[src/rtl/mem_port_arbiter_if.sv]
// Bundle of requester, memory and status signals around the memory port arbiter.
// Directions in the names are from the arbiter's point of view.
`timescale 1ns/1ps
interface mem_port_arbiter_if;
   logic        if_req_i;
   logic [31:0] if_addr_i;
   logic        if_gnt_o;
   logic        if_rvalid_o;
   logic [31:0] if_rdata_o;
   logic        ls_req_i;
   logic        ls_we_i;
   logic [3:0]  ls_be_i;
   logic [31:0] ls_addr_i;
   logic [31:0] ls_wdata_i;
   logic        ls_gnt_o;
   logic        ls_rvalid_o;
   logic [31:0] ls_rdata_o;
   logic        mem_req_o;
   logic        mem_we_o;
   logic [3:0]  mem_be_o;
   logic [31:0] mem_addr_o;
   logic [31:0] mem_wdata_o;
   logic        mem_gnt_i;
   logic        mem_rvalid_i;
   logic [31:0] mem_rdata_i;
   logic        busy_o;

   modport slave (
      input  if_req_i, if_addr_i,
      output if_gnt_o, if_rvalid_o, if_rdata_o,
      input  ls_req_i, ls_we_i, ls_be_i, ls_addr_i, ls_wdata_i,
      output ls_gnt_o, ls_rvalid_o, ls_rdata_o,
      output mem_req_o, mem_we_o, mem_be_o, mem_addr_o, mem_wdata_o,
      input  mem_gnt_i, mem_rvalid_i, mem_rdata_i,
      output busy_o
   );

   modport master (
      output if_req_i, if_addr_i,
      input  if_gnt_o, if_rvalid_o, if_rdata_o,
      output ls_req_i, ls_we_i, ls_be_i, ls_addr_i, ls_wdata_i,
      input  ls_gnt_o, ls_rvalid_o, ls_rdata_o,
      input  mem_req_o, mem_we_o, mem_be_o, mem_addr_o, mem_wdata_o,
      output mem_gnt_i, mem_rvalid_i, mem_rdata_i,
      input  busy_o
   );
endinterface

[src/rtl/mem_port_arbiter.sv]
// Shares one memory port between instruction fetch and load/store with one
// outstanding transaction; LS has priority, IF is protected by a starvation counter.
`timescale 1ns/1ps
module mem_port_arbiter #(
   parameter int unsigned STARVE_LIMIT = 4
) (
   input logic              clk_i,
   input logic              rst_i,
   mem_port_arbiter_if.slave bus
);

   typedef enum logic [1:0] {S_IDLE, S_REQ, S_WAIT} state_e;
   typedef enum logic {OWN_IF, OWN_LS} owner_e;

   localparam logic [3:0] LIMIT = 4'(STARVE_LIMIT);

   state_e      state_q, state_d;
   owner_e      owner_q, owner_d;
   logic [3:0]  starve_cnt_q, starve_cnt_d;
   logic        mem_req_q, mem_req_d;
   logic        mem_we_q, mem_we_d;
   logic [3:0]  mem_be_q, mem_be_d;
   logic [31:0] mem_addr_q, mem_addr_d;
   logic [31:0] mem_wdata_q, mem_wdata_d;
   logic        if_gnt, ls_gnt, rsp;

   always_ff @(posedge clk_i or posedge rst_i) begin
      if (rst_i) begin
         state_q      <= S_IDLE;
         owner_q      <= OWN_IF;
         starve_cnt_q <= 4'd0;
         mem_req_q    <= 1'b0;
         mem_we_q     <= 1'b0;
         mem_be_q     <= 4'd0;
         mem_addr_q   <= 32'd0;
         mem_wdata_q  <= 32'd0;
      end else begin
         state_q      <= state_d;
         owner_q      <= owner_d;
         starve_cnt_q <= starve_cnt_d;
         mem_req_q    <= mem_req_d;
         mem_we_q     <= mem_we_d;
         mem_be_q     <= mem_be_d;
         mem_addr_q   <= mem_addr_d;
         mem_wdata_q  <= mem_wdata_d;
      end
   end

   always_comb begin
      state_d      = state_q;
      owner_d      = owner_q;
      starve_cnt_d = starve_cnt_q;
      mem_req_d    = mem_req_q;
      mem_we_d     = mem_we_q;
      mem_be_d     = mem_be_q;
      mem_addr_d   = mem_addr_q;
      mem_wdata_d  = mem_wdata_q;
      if_gnt       = 1'b0;
      ls_gnt       = 1'b0;
      rsp          = 1'b0;
      case (state_q)
         S_IDLE: begin
            // LS wins contention until IF has lost LIMIT arbitrations in a row
            if (bus.ls_req_i && (!bus.if_req_i || starve_cnt_q < LIMIT)) begin
               ls_gnt      = 1'b1;
               mem_req_d   = 1'b1;
               mem_we_d    = bus.ls_we_i;
               mem_be_d    = bus.ls_be_i;
               mem_addr_d  = bus.ls_addr_i;
               mem_wdata_d = bus.ls_wdata_i;
               owner_d     = OWN_LS;
               state_d     = S_REQ;
               if (bus.if_req_i) starve_cnt_d = starve_cnt_q + 4'd1;
            end else if (bus.if_req_i) begin
               if_gnt       = 1'b1;
               mem_req_d    = 1'b1;
               mem_we_d     = 1'b0;
               mem_be_d     = 4'hF;
               mem_addr_d   = bus.if_addr_i;
               mem_wdata_d  = 32'd0;
               owner_d      = OWN_IF;
               state_d      = S_REQ;
               starve_cnt_d = 4'd0;
            end
         end
         S_REQ: begin
            if (bus.mem_gnt_i) begin
               mem_req_d = 1'b0;
               if (bus.mem_rvalid_i) begin
                  rsp     = 1'b1;
                  state_d = S_IDLE;
               end else begin
                  state_d = S_WAIT;
               end
            end
         end
         S_WAIT: begin
            if (bus.mem_rvalid_i) begin
               rsp     = 1'b1;
               state_d = S_IDLE;
            end
         end
         default: state_d = S_IDLE;
      endcase
   end

   // Combinational outputs are forced low while reset is held
   assign bus.if_gnt_o    = if_gnt & ~rst_i;
   assign bus.ls_gnt_o    = ls_gnt & ~rst_i;
   assign bus.if_rvalid_o = rsp & (owner_q == OWN_IF) & ~rst_i;
   assign bus.ls_rvalid_o = rsp & (owner_q == OWN_LS) & ~rst_i;
   assign bus.if_rdata_o  = bus.if_rvalid_o ? bus.mem_rdata_i : 32'd0;
   assign bus.ls_rdata_o  = bus.ls_rvalid_o ? bus.mem_rdata_i : 32'd0;
   assign bus.mem_req_o   = mem_req_q;
   assign bus.mem_we_o    = mem_we_q;
   assign bus.mem_be_o    = mem_be_q;
   assign bus.mem_addr_o  = mem_addr_q;
   assign bus.mem_wdata_o = mem_wdata_q;
   assign bus.busy_o      = (state_q != S_IDLE);

endmodule

[src/flat_wrapper.sv]
// flat-port wrapper written by rule: the top's interface ports become plain ports
module mem_port_arbiter_flat 
#(
   parameter int unsigned STARVE_LIMIT = 4
)
  (clk_i, rst_i, bus_if_req_i, bus_if_addr_i, bus_if_gnt_o, bus_if_rvalid_o, bus_if_rdata_o, bus_ls_req_i, bus_ls_we_i, bus_ls_be_i, bus_ls_addr_i, bus_ls_wdata_i, bus_ls_gnt_o, bus_ls_rvalid_o, bus_ls_rdata_o, bus_mem_req_o, bus_mem_we_o, bus_mem_be_o, bus_mem_addr_o, bus_mem_wdata_o, bus_mem_gnt_i, bus_mem_rvalid_i, bus_mem_rdata_i, bus_busy_o);
  mem_port_arbiter_if bus_i ();
  input logic clk_i;
  input logic rst_i;
  input wire logic [$bits(bus_i.if_req_i)-1:0] bus_if_req_i;
  input wire logic [$bits(bus_i.if_addr_i)-1:0] bus_if_addr_i;
  output wire logic [$bits(bus_i.if_gnt_o)-1:0] bus_if_gnt_o;
  output wire logic [$bits(bus_i.if_rvalid_o)-1:0] bus_if_rvalid_o;
  output wire logic [$bits(bus_i.if_rdata_o)-1:0] bus_if_rdata_o;
  input wire logic [$bits(bus_i.ls_req_i)-1:0] bus_ls_req_i;
  input wire logic [$bits(bus_i.ls_we_i)-1:0] bus_ls_we_i;
  input wire logic [$bits(bus_i.ls_be_i)-1:0] bus_ls_be_i;
  input wire logic [$bits(bus_i.ls_addr_i)-1:0] bus_ls_addr_i;
  input wire logic [$bits(bus_i.ls_wdata_i)-1:0] bus_ls_wdata_i;
  output wire logic [$bits(bus_i.ls_gnt_o)-1:0] bus_ls_gnt_o;
  output wire logic [$bits(bus_i.ls_rvalid_o)-1:0] bus_ls_rvalid_o;
  output wire logic [$bits(bus_i.ls_rdata_o)-1:0] bus_ls_rdata_o;
  output wire logic [$bits(bus_i.mem_req_o)-1:0] bus_mem_req_o;
  output wire logic [$bits(bus_i.mem_we_o)-1:0] bus_mem_we_o;
  output wire logic [$bits(bus_i.mem_be_o)-1:0] bus_mem_be_o;
  output wire logic [$bits(bus_i.mem_addr_o)-1:0] bus_mem_addr_o;
  output wire logic [$bits(bus_i.mem_wdata_o)-1:0] bus_mem_wdata_o;
  input wire logic [$bits(bus_i.mem_gnt_i)-1:0] bus_mem_gnt_i;
  input wire logic [$bits(bus_i.mem_rvalid_i)-1:0] bus_mem_rvalid_i;
  input wire logic [$bits(bus_i.mem_rdata_i)-1:0] bus_mem_rdata_i;
  output wire logic [$bits(bus_i.busy_o)-1:0] bus_busy_o;
  assign bus_i.if_req_i = bus_if_req_i;
  assign bus_i.if_addr_i = bus_if_addr_i;
  assign bus_if_gnt_o = bus_i.if_gnt_o;
  assign bus_if_rvalid_o = bus_i.if_rvalid_o;
  assign bus_if_rdata_o = bus_i.if_rdata_o;
  assign bus_i.ls_req_i = bus_ls_req_i;
  assign bus_i.ls_we_i = bus_ls_we_i;
  assign bus_i.ls_be_i = bus_ls_be_i;
  assign bus_i.ls_addr_i = bus_ls_addr_i;
  assign bus_i.ls_wdata_i = bus_ls_wdata_i;
  assign bus_ls_gnt_o = bus_i.ls_gnt_o;
  assign bus_ls_rvalid_o = bus_i.ls_rvalid_o;
  assign bus_ls_rdata_o = bus_i.ls_rdata_o;
  assign bus_mem_req_o = bus_i.mem_req_o;
  assign bus_mem_we_o = bus_i.mem_we_o;
  assign bus_mem_be_o = bus_i.mem_be_o;
  assign bus_mem_addr_o = bus_i.mem_addr_o;
  assign bus_mem_wdata_o = bus_i.mem_wdata_o;
  assign bus_i.mem_gnt_i = bus_mem_gnt_i;
  assign bus_i.mem_rvalid_i = bus_mem_rvalid_i;
  assign bus_i.mem_rdata_i = bus_mem_rdata_i;
  assign bus_busy_o = bus_i.busy_o;
  mem_port_arbiter #(.STARVE_LIMIT(STARVE_LIMIT)) u_core (.clk_i(clk_i), .rst_i(rst_i), .bus(bus_i));
endmodule
[config.mk]
export PLATFORM = sky130hd
export DESIGN_NAME = mem_port_arbiter_flat
export DESIGN_NICKNAME = d
export VERILOG_FILES = /design/src/rtl/mem_port_arbiter_if.sv /design/src/rtl/mem_port_arbiter.sv /design/src/flat_wrapper.sv
export SDC_FILE = /design/constraint.sdc
export NUM_CORES = 1
export LEC_CHECK = 0
export ABC_CLOCK_PERIOD_IN_PS = 6600
export CAP_MARGIN = 20
export CORE_ASPECT_RATIO = 1.5
export CORE_MARGIN = 8
export CORE_UTILIZATION = 38
export DETAILED_ROUTE_END_ITERATION = 10
export HOLD_SLACK_MARGIN = 0.03
export PLACE_DENSITY = 0.92
export SYNTH_ARGS = -nofsm -noshare
export SYNTH_HDL_FRONTEND = slang
export SYNTH_SLANG_ARGS = --single-unit
[constraint.sdc]
create_clock -name clk_i -period 6.6 [get_ports clk_i]
set_input_delay 1.32 -clock clk_i [delete_from_list [all_inputs] [get_ports clk_i]]
set_output_delay 1.32 -clock clk_i [all_outputs]
set_load 0.03 [all_outputs]
* Word level (Yosys, flattened, before mapping)
Index checks and enable logic that the tools add are counted.
Word-level totals: input bits 139, logic and storage cells 66, output and inout bits 139, bits in registers 77
Cells by class: bitwise operators 8, eq/ne operators 5, add/subtract/negate cells 1, reductions and logical operators 11, $lt $le $gt $ge 1, mux-type cells 32
Operators by type and width (number):
- $mux W32 | 6
- $mux W4 | 5
- $mux W1 | 13
- $mux W2 | 5
- $and A1 B1 Y1 | 6
- $pmux W2 S3 | 1
- $reduce_and A3 Y1 | 2
- $reduce_bool A2 Y1 | 3
- $add A4 B1 Y4 const B | 1
- $lt A4 B3 Y1 const B | 1
- $ne A2 B2 Y1 const B | 2
- $pmux W1 S2 | 2
- $reduce_and A2 Y1 | 2
- $ne A3 B2 Y1 const B | 1
- $eq A2 B1 Y1 const B | 1
- $eq A2 B2 Y1 const B | 1
- $logic_not A2 Y1 | 1
- $not A1 Y1 | 2
- $logic_and A1 B1 Y1 | 1
- $logic_not A1 Y1 | 1
- $logic_or A1 B1 Y1 | 1

* Depth between registers and ports, before layout
Gate-level depths: netlist (run 1).
word-level depth 6, depth in mapped cells 8, gate-level depth less buffers 5

* Least setup slack after synthesis (run 1)
Ideal clock, no wire load.
path type input -> output, start in bus_if_req_i, end out bus_if_gnt_o, cell stages on the path 6, path slack 2.853 ns, path buffers 3, required time 5.280 ns, arrival time 2.427 ns, path through buf_4 > o21ai_4 > and2_1 > buf_2 > buf_6 > nor3_2
On the way: word-level cells in the longest chain between the ends 6, elaborated cells on any way between the ends 7, those cells by class mux (3); bitwise (1); reduce/logical (3)
Ends and longest elaborated chain:
- from (decl) | RTL line flat_wrapper.sv:10 | input wire logic [$bits(bus_i.if_req_i)-1:0] bus_if_req_i;
- $logic_not A1 Y1 | RTL line mem_port_arbiter.sv:64 | if (bus.ls_req_i && (!bus.if_req_i || starve_cnt_q < LIMIT)) begin
- $logic_or A1 B1 Y1 | RTL line mem_port_arbiter.sv:64
- $logic_and A1 B1 Y1 | RTL line mem_port_arbiter.sv:64
- $mux W1 * | RTL line mem_port_arbiter.sv:64
- $mux W1 * | RTL line mem_port_arbiter.sv:61 | case (state_q)
- $and A1 B1 Y1 * | RTL line mem_port_arbiter.sv:108 | assign bus.if_gnt_o = if_gnt & ~rst_i;
- to (decl) | RTL line flat_wrapper.sv:12 | output wire logic [$bits(bus_i.if_gnt_o)-1:0] bus_if_gnt_o;
Every way passes the cells marked *; elsewhere a longest branch is shown, timed or not.

* Worst setup path in the final report (run 1)
start in bus_if_req_i, end out bus_ls_gnt_o
On the way: word-level cells in the longest chain between the ends 6
Ends and longest elaborated chain:
- $logic_not A1 Y1 | RTL line mem_port_arbiter.sv:64
- $logic_or A1 B1 Y1 | RTL line mem_port_arbiter.sv:64
- $logic_and A1 B1 Y1 | RTL line mem_port_arbiter.sv:64
- $mux W1 | RTL line mem_port_arbiter.sv:64
- $mux W1 | RTL line mem_port_arbiter.sv:61
- $and A1 B1 Y1 | RTL line mem_port_arbiter.sv:109 | assign bus.ls_gnt_o = ls_gnt & ~rst_i;
- to (decl) | RTL line flat_wrapper.sv:20 | output wire logic [$bits(bus_i.ls_gnt_o)-1:0] bus_ls_gnt_o;
Every way passes these cells.

==> impl_results.md, run 1 <==
* Status: finished, final reports clean
* Synth Cell Area at 0.003930 mm²
* CP Class: primary input to primary output
* Top post-synthesis cells by area: dfrtp_1 49%, and2_1 10%, nand2_1 8.6%
* Clock Path Buffers at 2
* Vias at 4174
* Crit-path cells: clkdlybuf4s50_1 > o21ai_4 > nand3_1 > nor2_1 > clkdlybuf4s50_1
* Core area at 0.01008 mm²
* CTS root buf: clkbuf_16
* Comb pwr share at 56.0%
* Gp weighted congestion at about 0.84
* Worst path most repeated cell: clkdlybuf4s50_1
* Critical path launch point type: primary input
* Worst-path clk slew at roughly 60 ps
* Layout area overhead at 77.11%
* Power per cell area at 424.5 mW/mm²
* Antenna-violating nets left at 0
* Required @ worst endpoint at 5280 ps
* Final hold violation count at 0
* Core Rows at 45
* Largest net degree at the start of global routing at 65
* Synth area leader: dfrtp_1
* Buffers plus inverters on the worst setup path at 2
* Critical path peak fanout at 37
* Worst Max-Slew Pin Slew at about 980 ps
* DP HPWL at 12.73 mm
* Total GRT Usage at 23.22%
* H-tree levels at 3
* Post-Syn Instances at a little over 400
* Synth cell types at 33
* Routed wire length at around 16 mm
* CTS resizes at 0
* Drt pass-1 iters at 4
* Diodes inserted at 0
* CTS Buf Count at 9
* Fmax at a little over 200 MHz
* Setup Skew at 11.96 ps
* Nets at 807
* Clock power share at 16.0%
* Initial antenna violation count at 0
* Arrival time at the worst endpoint at 3640 ps
* Placed insts at 768
* Tmin final at 4959 ps
* Maxcap violations at 0
* # setup viols final at 0
* Syn Nets at 551
* Count of input and output buffers at 277
* CTS sink count at 77
* Number of global-route vias before repair at 4420
* Chip width at 99.04 µm
* Die area at 0.01392 mm²
* P_sw at approximately 1300 µW
* DRC Markers at 0
* Hold_buf cts at 0
* # IOs at 278
* Post-CTS Setup Bufs at 0
* Slowest cell on crit path: clkdlybuf4s50_1
* Seq cells post-synth at 77
* Crit. End Element: primary output
* Non-Filler Instances at 786
* DR WL/cell at between 20 and 25 µm
* Synth top area share at between 40% and 50%
* RSZ-0062 raised after global routing: false
* Worst-Skew Late Latency at 340 ps
* Via/cell ratio at 5.310
* Pint at 1628 µW
* Avg Cell Area, Syn at 9.632 µm²
* GRT overflow at 0
* Worst vdd ir at 0.2439 mV
* Sw frac at 44.89%
* Hold crit path type: register to register
* Initial core utilization at 38.99%
* CP delay by family, top: buffers and inverters
* Leakage power at approximately 0.0028 µW
* Seq/Total Area, Yosys at 49.03%
* Slew Limit Fails at 0
* First-pass GRT wire length at 25.34 mm
* Fill cells at 744
* Die height at around 140 µm
* Seq pwr share at 28.1%
* Setup TNS at 0 ps
* CTS tree: built
* Max incr delay on CP at 700 ps
* Number of synthesis warnings at 0
* Initial DRC Count at 164
* Relative slew slack at 34.91%
* Fraction of layout cells with a size suffix above 1 at 4.634%
* Final cycle utilization of the critical path at about three quarters
-- power by group through the flow --
stage / logic (µW) / clock network [µW] / registers, µW
6_report: 1650 / 473 / 829
5_1_grt: 1750 / 502 / 856
4_1_cts: 1670 / 478 / 829
3_5_place_dp: 1660 / 0 / 831
3_3_place_gp: 1620 / 0 / 816
2_1_floorplan: 561 / 0 / 1230
-- synthesized netlist by cell type --
| cell type | n |
|---|---|
| buf_2 | 14 |
| a21oi_2 | 1 |
| nand2_1 | 90 |
| buf_6 | 9 |
| o21ai_1 | 1 |
| and2_1 | 65 |
| nor3b_1 | 1 |
| a22o_1 | 26 |
| o21a_1 | 1 |
| nor2b_1 | 2 |
| o21ai_2 | 1 |
| o211ai_1 | 32 |
| mux2i_1 | 1 |
| nor3_2 | 1 |
| clkbuf_1 | 13 |
| a21boi_0 | 1 |
| o311ai_0 | 1 |
| nor2_1 | 3 |
| nor4b_4 | 1 |
| o21ai_4 | 1 |
| and3_1 | 1 |
| nor4_4 | 1 |
| o21ai_0 | 12 |
| nand3_1 | 2 |
| ha_1 | 4 |
| nand4_1 | 33 |
| buf_4 | 2 |
| o22a_1 | 3 |
| inv_1 | 5 |
| a21oi_1 | 1 |
| nor3_1 | 1 |
| dfrtp_1 | 77 |
| o31a_1 | 1 |
-- placed cells by master (no fill, tap or decap), types with 2 or more instances in the layout --
| cell type | instances |
|---|---|
| dfrtp_1 | 77 |
| inv_6 | 2 |
| clkbuf_16 | 9 |
| buf_4 | 4 |
| nand3_1 | 2 |
| clkinv_2 | 2 |
| clkdlybuf4s50_1 | 276 |
| inv_1 | 4 |
| nand2_1 | 90 |
| and2_1 | 65 |
| o22a_1 | 3 |
| o21ai_4 | 2 |
| nor2b_1 | 2 |
| ha_1 | 3 |
| clkinv_4 | 2 |
| o211ai_1 | 32 |
| o21ai_0 | 12 |
| a22o_1 | 26 |
| nand4_1 | 33 |
| nor2_1 | 3 |
-- metrics by stage --
step | utilization, % | setup slack (ps) | power (µW) | hold WS, ps | instance area, µm²
6_report | 69.06 | 1641 | 2955 | 494.7 | 6960
3_3_place_gp | 65.98 | 1470 | 2437 | 466.4 | 6650
4_1_cts | 68.80 | 1278 | 2976 | 488.5 | 6934
2_1_floorplan | - | 2853 | 1787 | 453.8 | 3930
5_1_grt | 69.06 | 1489 | 3107 | 515.6 | 6960
3_5_place_dp | 65.98 | 1288 | 2492 | 474.8 | 6650
-- area by class of cell --
cell class | instances | area [µm²] | share of cell area (%)
well taps | 117 | 146.4 | 2.103
clock buffers | 9 | 225.2 | 3.236
multi-input cells | 288 | 1759 | 25.27
inverters | 5 | 20.02 | 0.2876
clock inverters | 7 | 58.81 | 0.8449
flip-flops and latches | 77 | 1927 | 27.68
repair buffers | 283 | 2824 | 40.57
-- kinds of logic (layout without fill, tap and decap cells) --
kind of cell	count (synthesis)	after routing	share of synthesized area (%)
compound gates	82	82	16.05
fa+ha+maj	4	4	1.274
buf+inv	43	304	6.463
flops	77	77	49.03
mux	1	1	0.2547
simple gates	201	201	26.93
-- per-layer routing --
layer / wire length (µm) / up-vias / global-route usage [%]
met3: 1358 / 25 / 6.696
met2: 9157 / 220 / 43.54
met1: 5469 / 1993 / 23.30
met4: 376 / 0 / 8.773
met5: 0 / - / 0
li1: - / 1936 / -
-- tightest hold or removal path: cells and delay by family (launching register included) --
family           cells  cell delay [ps]
AO/OA/AOI/OAI        1               70
flip-flops           1              340
AND/OR/NAND/NOR      1               50
-- sequential cells by signal (all words and copies together) (netlist names) --
signal,flops
u_core.bus.mem_addr_o,32
u_core.bus.mem_wdata_o,32
u_core.bus.mem_be_o,4
u_core.starve_cnt_q,4
u_core.state_q,2
u_core.bus.mem_req_o,1
u_core.bus.mem_we_o,1
u_core.owner_q,1
-- worst paths after layout --
kind | end | cells past startpoint | from | slack (ps)
max in group asynchronous | u_core.bus.mem_addr_o[15]$_DFFE_PP0P_ | 3 | rst_i | 4030
max | bus_ls_gnt_o | 5 | bus_if_req_i | 1640
max reg2reg | u_core.bus.mem_addr_o[22]$_DFFE_PP0P_ | 6 | u_core.state_q[1]$_DFFE_PP0P_ | 3820
min reg2reg | u_core.bus.mem_addr_o[9]$_DFFE_PP0P_ | 2 | u_core.bus.mem_addr_o[9]$_DFFE_PP0P_ | 490
min in group asynchronous | u_core.state_q[1]$_DFFE_PP0P_ | 2 | rst_i | 1470
min | u_core.bus.mem_addr_o[9]$_DFFE_PP0P_ | 2 | u_core.bus.mem_addr_o[9]$_DFFE_PP0P_ | 490
(Power assumes the default switching activity.)
==> run 2: changes to the inputs <==
--- a/config.mk
+++ b/config.mk
@@ -5,14 +5,14 @@
 export SDC_FILE = /design/constraint.sdc
 export NUM_CORES = 1
 export LEC_CHECK = 0
-export ABC_CLOCK_PERIOD_IN_PS = 6600
+export ABC_CLOCK_PERIOD_IN_PS = 5000
 export CAP_MARGIN = 20
 export CORE_ASPECT_RATIO = 1.5
 export CORE_MARGIN = 8
-export CORE_UTILIZATION = 38
+export CORE_UTILIZATION = 35
 export DETAILED_ROUTE_END_ITERATION = 10
 export HOLD_SLACK_MARGIN = 0.03
-export PLACE_DENSITY = 0.92
+export PLACE_DENSITY = 0.86
 export SYNTH_ARGS = -nofsm -noshare
 export SYNTH_HDL_FRONTEND = slang
 export SYNTH_SLANG_ARGS = --single-unit
==> constraint.sdc (replaced) <==
create_clock -name clk_i -period 5 [get_ports clk_i]
set_input_delay 1 -clock clk_i [delete_from_list [all_inputs] [get_ports clk_i]]
set_output_delay 1 -clock clk_i [all_outputs]
set_load 0.03 [all_outputs]
==> impl_results.md, run 2 (synthesis results as in run 1) <==
* Placed insts at 803 (was 768)
* Diodes inserted at 0 (unchanged)
* End point of the critical path: bus_ls_rdata_o[27] (was bus_ls_gnt_o)
* # setup viols final at 0 (unchanged)
* Via/cell ratio at 5.136 (was 5.310)
* Hold Path Stages at 2 (unchanged)
* CP Class: primary input to primary output (unchanged)
* Final hold violation count at 0 (unchanged)
* Count of input and output buffers at 277 (unchanged)
* Max incr delay on CP at 690 ps (was 700 ps)
* Largest net degree at the start of global routing at 48 (was 65)
* Worst R2R End: u_core.bus.mem_wdata_o[22]$_DFFE_PP0P_ (was u_core.bus.mem_addr_o[22]$_DFFE_PP0P_)
* Leakage power at 0.002842 µW (was 0.002832 µW)
* Arrival time at the worst endpoint at 3360 ps (was 3640 ps)
* Worst path most repeated cell: clkdlybuf4s50_1 (unchanged)
* Status: finished, final reports clean (unchanged)
* Maxcap violations at 0 (unchanged)
* Worst vdd ir at 0.3013 mV (was 0.2439 mV)
* Hold_buf cts at 0 (unchanged)
* # IOs at 278 (unchanged)
* Routed wire length at 16.10 mm (was 16.36 mm)
* Layout Cell Area excl Fill at 0.007014 mm² (was 0.006960 mm²)
* Fill cells at 899 (was 744)
* Storage cell area at 0.001927 mm² (unchanged)
* Crit. Startpoint: rst_i (was bus_if_req_i)
* Nets at 810 (was 807)
* Post-CTS Setup Bufs at 0 (unchanged)
* Core Rows at 47 (was 45)
* Slowest cell on crit path: clkdlybuf4s50_1 (unchanged)
* Multi-input gate area at 0.001759 mm² (unchanged)
* Chip width at 102.5 µm (was 99.04 µm)
* DR WL/cell at 19.66 µm (was 20.82 µm)
* Total power at 3905 µW (was 2955 µW)
* R2R depth at 3 (was 6)
* Worst-Skew Late Latency at 340 ps (about the same)
* Total GRT Usage at 21.03% (was 23.22%)
* CTS root buf: clkbuf_16 (unchanged)
* Worst Max-Slew Pin Slew at 968.4 ps (was 976.3 ps)
* Die area at 0.01495 mm² (was 0.01392 mm²)
* Layout area overhead at 78.48% (was 77.11%)
* H-tree levels at 3 (unchanged)
* Commonest cells after routing, fill and taps aside: 276 x clkdlybuf4s50_1, 90 x nand2_1, 77 x dfrtp_1 (unchanged)
* CTS sink count at 77 (unchanged)
* Core area at 0.01100 mm² (was 0.01008 mm²)
* RSZ-0062 raised after global routing: false (unchanged)
* Relative slew slack at 35.44% (was 34.91%)
* Initial antenna violation count at 0 (unchanged)
* Initial core utilization at 35.74% (was 38.99%)
* Crit. End Element: primary output (unchanged)
* Final cycle utilization of the critical path at ~87%
* First-pass GRT wire length at 24.32 mm (was 25.34 mm)
* Fraction of layout cells with a size suffix above 1 at 5.060% (was 4.634%)
* GRT overflow at 0 (unchanged)
* Slew Limit Fails at 0 (unchanged)
* Fmax at between 200 and 250 MHz
* Vias at 4206 (was 4174)
* Initial DRC Count at 169 (was 164)
* Required @ worst endpoint at 4000 ps (was 5280 ps)
* Power per cell area at 556.7 mW/mm² (was 424.5 mW/mm²)
* Place WS at 655.6 ps (was 1288 ps)
* DP HPWL at 12.88 mm (was 12.73 mm)
* CTS Buf Count at 9 (unchanged)
* Worst-path clk slew at 70 ps (was 60 ps)
* DRC Markers at 0 (unchanged)
* Crit-path cells: clkdlybuf4s50_1 > nor4b_4 > buf_4 > and2_1 > clkdlybuf4s50_1 (was clkdlybuf4s50_1 > o21ai_4 > nand3_1 > nor2_1 > clkdlybuf4s50_1)
* Gp weighted congestion at 0.8813 (was 0.8400)
* Placed cell area at 0.006725 mm² (was 0.006650 mm²)
* CTS tree: built (unchanged)
* Number of global-route vias before repair at 4415 (was 4420)
* Critical path peak fanout at 22 (was 37)
* Critical path launch point type: primary input (unchanged)
* Setup TNS at 0 ps (unchanged)
* Non-Filler Instances at 819 (was 786)
* Reg2reg setup slack at 2550 ps (was 3820 ps)
* Tmin final at approximately 4400 ps
* Drt pass-1 iters at 4 (unchanged)
* Reg-to-reg startpoint: u_core.starve_cnt_q[2]$_DFFE_PP0P_ (was u_core.state_q[1]$_DFFE_PP0P_)
* Die height at 145.8 µm (was 140.6 µm)
* Setup Skew at 7.494 ps (was 11.96 ps)
* Antenna-violating nets left at 0 (unchanged)
* Clock Path Buffers at 2 (unchanged)
* Hold crit path type: register to register (unchanged)
* Most common cell after layout, fill and taps aside: clkdlybuf4s50_1 (unchanged)
* CTS resizes at 0 (unchanged)
* Fin worst setup slack at 642.3 ps (was 1641 ps)
-- run 2: cell types whose count changed in the layout (fill, tap and decap cells not counted) --
cell	delta
clkinv_4	-1
buf_8	-1
inv_8	+1
buf_4	+5
clkinvlp_4	+1
clkinv_2	-1
buf_6	-1
-- run 2: worst min path at each step --
| stage | end | startpoint | slack, ps |
|---|---|---|---|
| floorplan | u_core.starve_cnt_q[1]$_DFFE_PP0P_ | u_core.starve_cnt_q[1]$_DFFE_PP0P_ | 450 |
| global placement | u_core.bus.mem_wdata_o[3]$_DFFE_PP0P_ | u_core.bus.mem_wdata_o[3]$_DFFE_PP0P_ | 470 |
| detailed placement | u_core.bus.mem_wdata_o[1]$_DFFE_PP0P_ | u_core.bus.mem_wdata_o[1]$_DFFE_PP0P_ | 470 |
| CTS | u_core.bus.mem_wdata_o[1]$_DFFE_PP0P_ | u_core.bus.mem_wdata_o[1]$_DFFE_PP0P_ | 490 |
| global route | u_core.bus.mem_wdata_o[1]$_DFFE_PP0P_ | u_core.bus.mem_wdata_o[1]$_DFFE_PP0P_ | 520 |
| finish | u_core.bus.mem_wdata_o[1]$_DFFE_PP0P_ | u_core.bus.mem_wdata_o[1]$_DFFE_PP0P_ | 490 |
-- run 2: stage by stage --
step / hold slack [ps] / util, %
detailed placement: 472.8 / 61.16
CTS: 488.2 / 63.78
global placement: 469.1 / 61.16
finish: 487.2 / 63.78
floorplan: 453.8 / -
global route: 516.9 / 63.78
-- run 2: critical path: cells and delay by family --
kind                   cells  cell delay (ps)
AND/OR/NAND/NOR            2              770
buffers and inverters      3             1580
-- run 2: area by class of cell --
class,count,share of cell area [%]
Tap cell,147,2.622
Multi-Input combinational cell,288,25.08
Clock inverter,7,0.9097
Inverter,5,0.2854
Timing Repair Buffer,286,40.42
Clock buffer,9,3.211
Sequential cell,77,27.47
-- run 2: where the power goes --
part           internal (µW)  switching (µW)  total (µW)
combinational            891            1290        2180
clock                    347             280         627
sequential               917             178        1100
total                   2160            1750        3910
-- run 2: routing by layer --
| layer | part of all wire [%] | up-vias | GRT usage (%) |
|---|---|---|---|
| met5 | 0 | - | 0 |
| met4 | 3.7 | 0 | 11.22 |
| met3 | 8.6 | 41 | 5.651 |
| met2 | 54 | 231 | 38.13 |
| met1 | 34 | 1988 | 20.67 |
| li1 | - | 1946 | - |
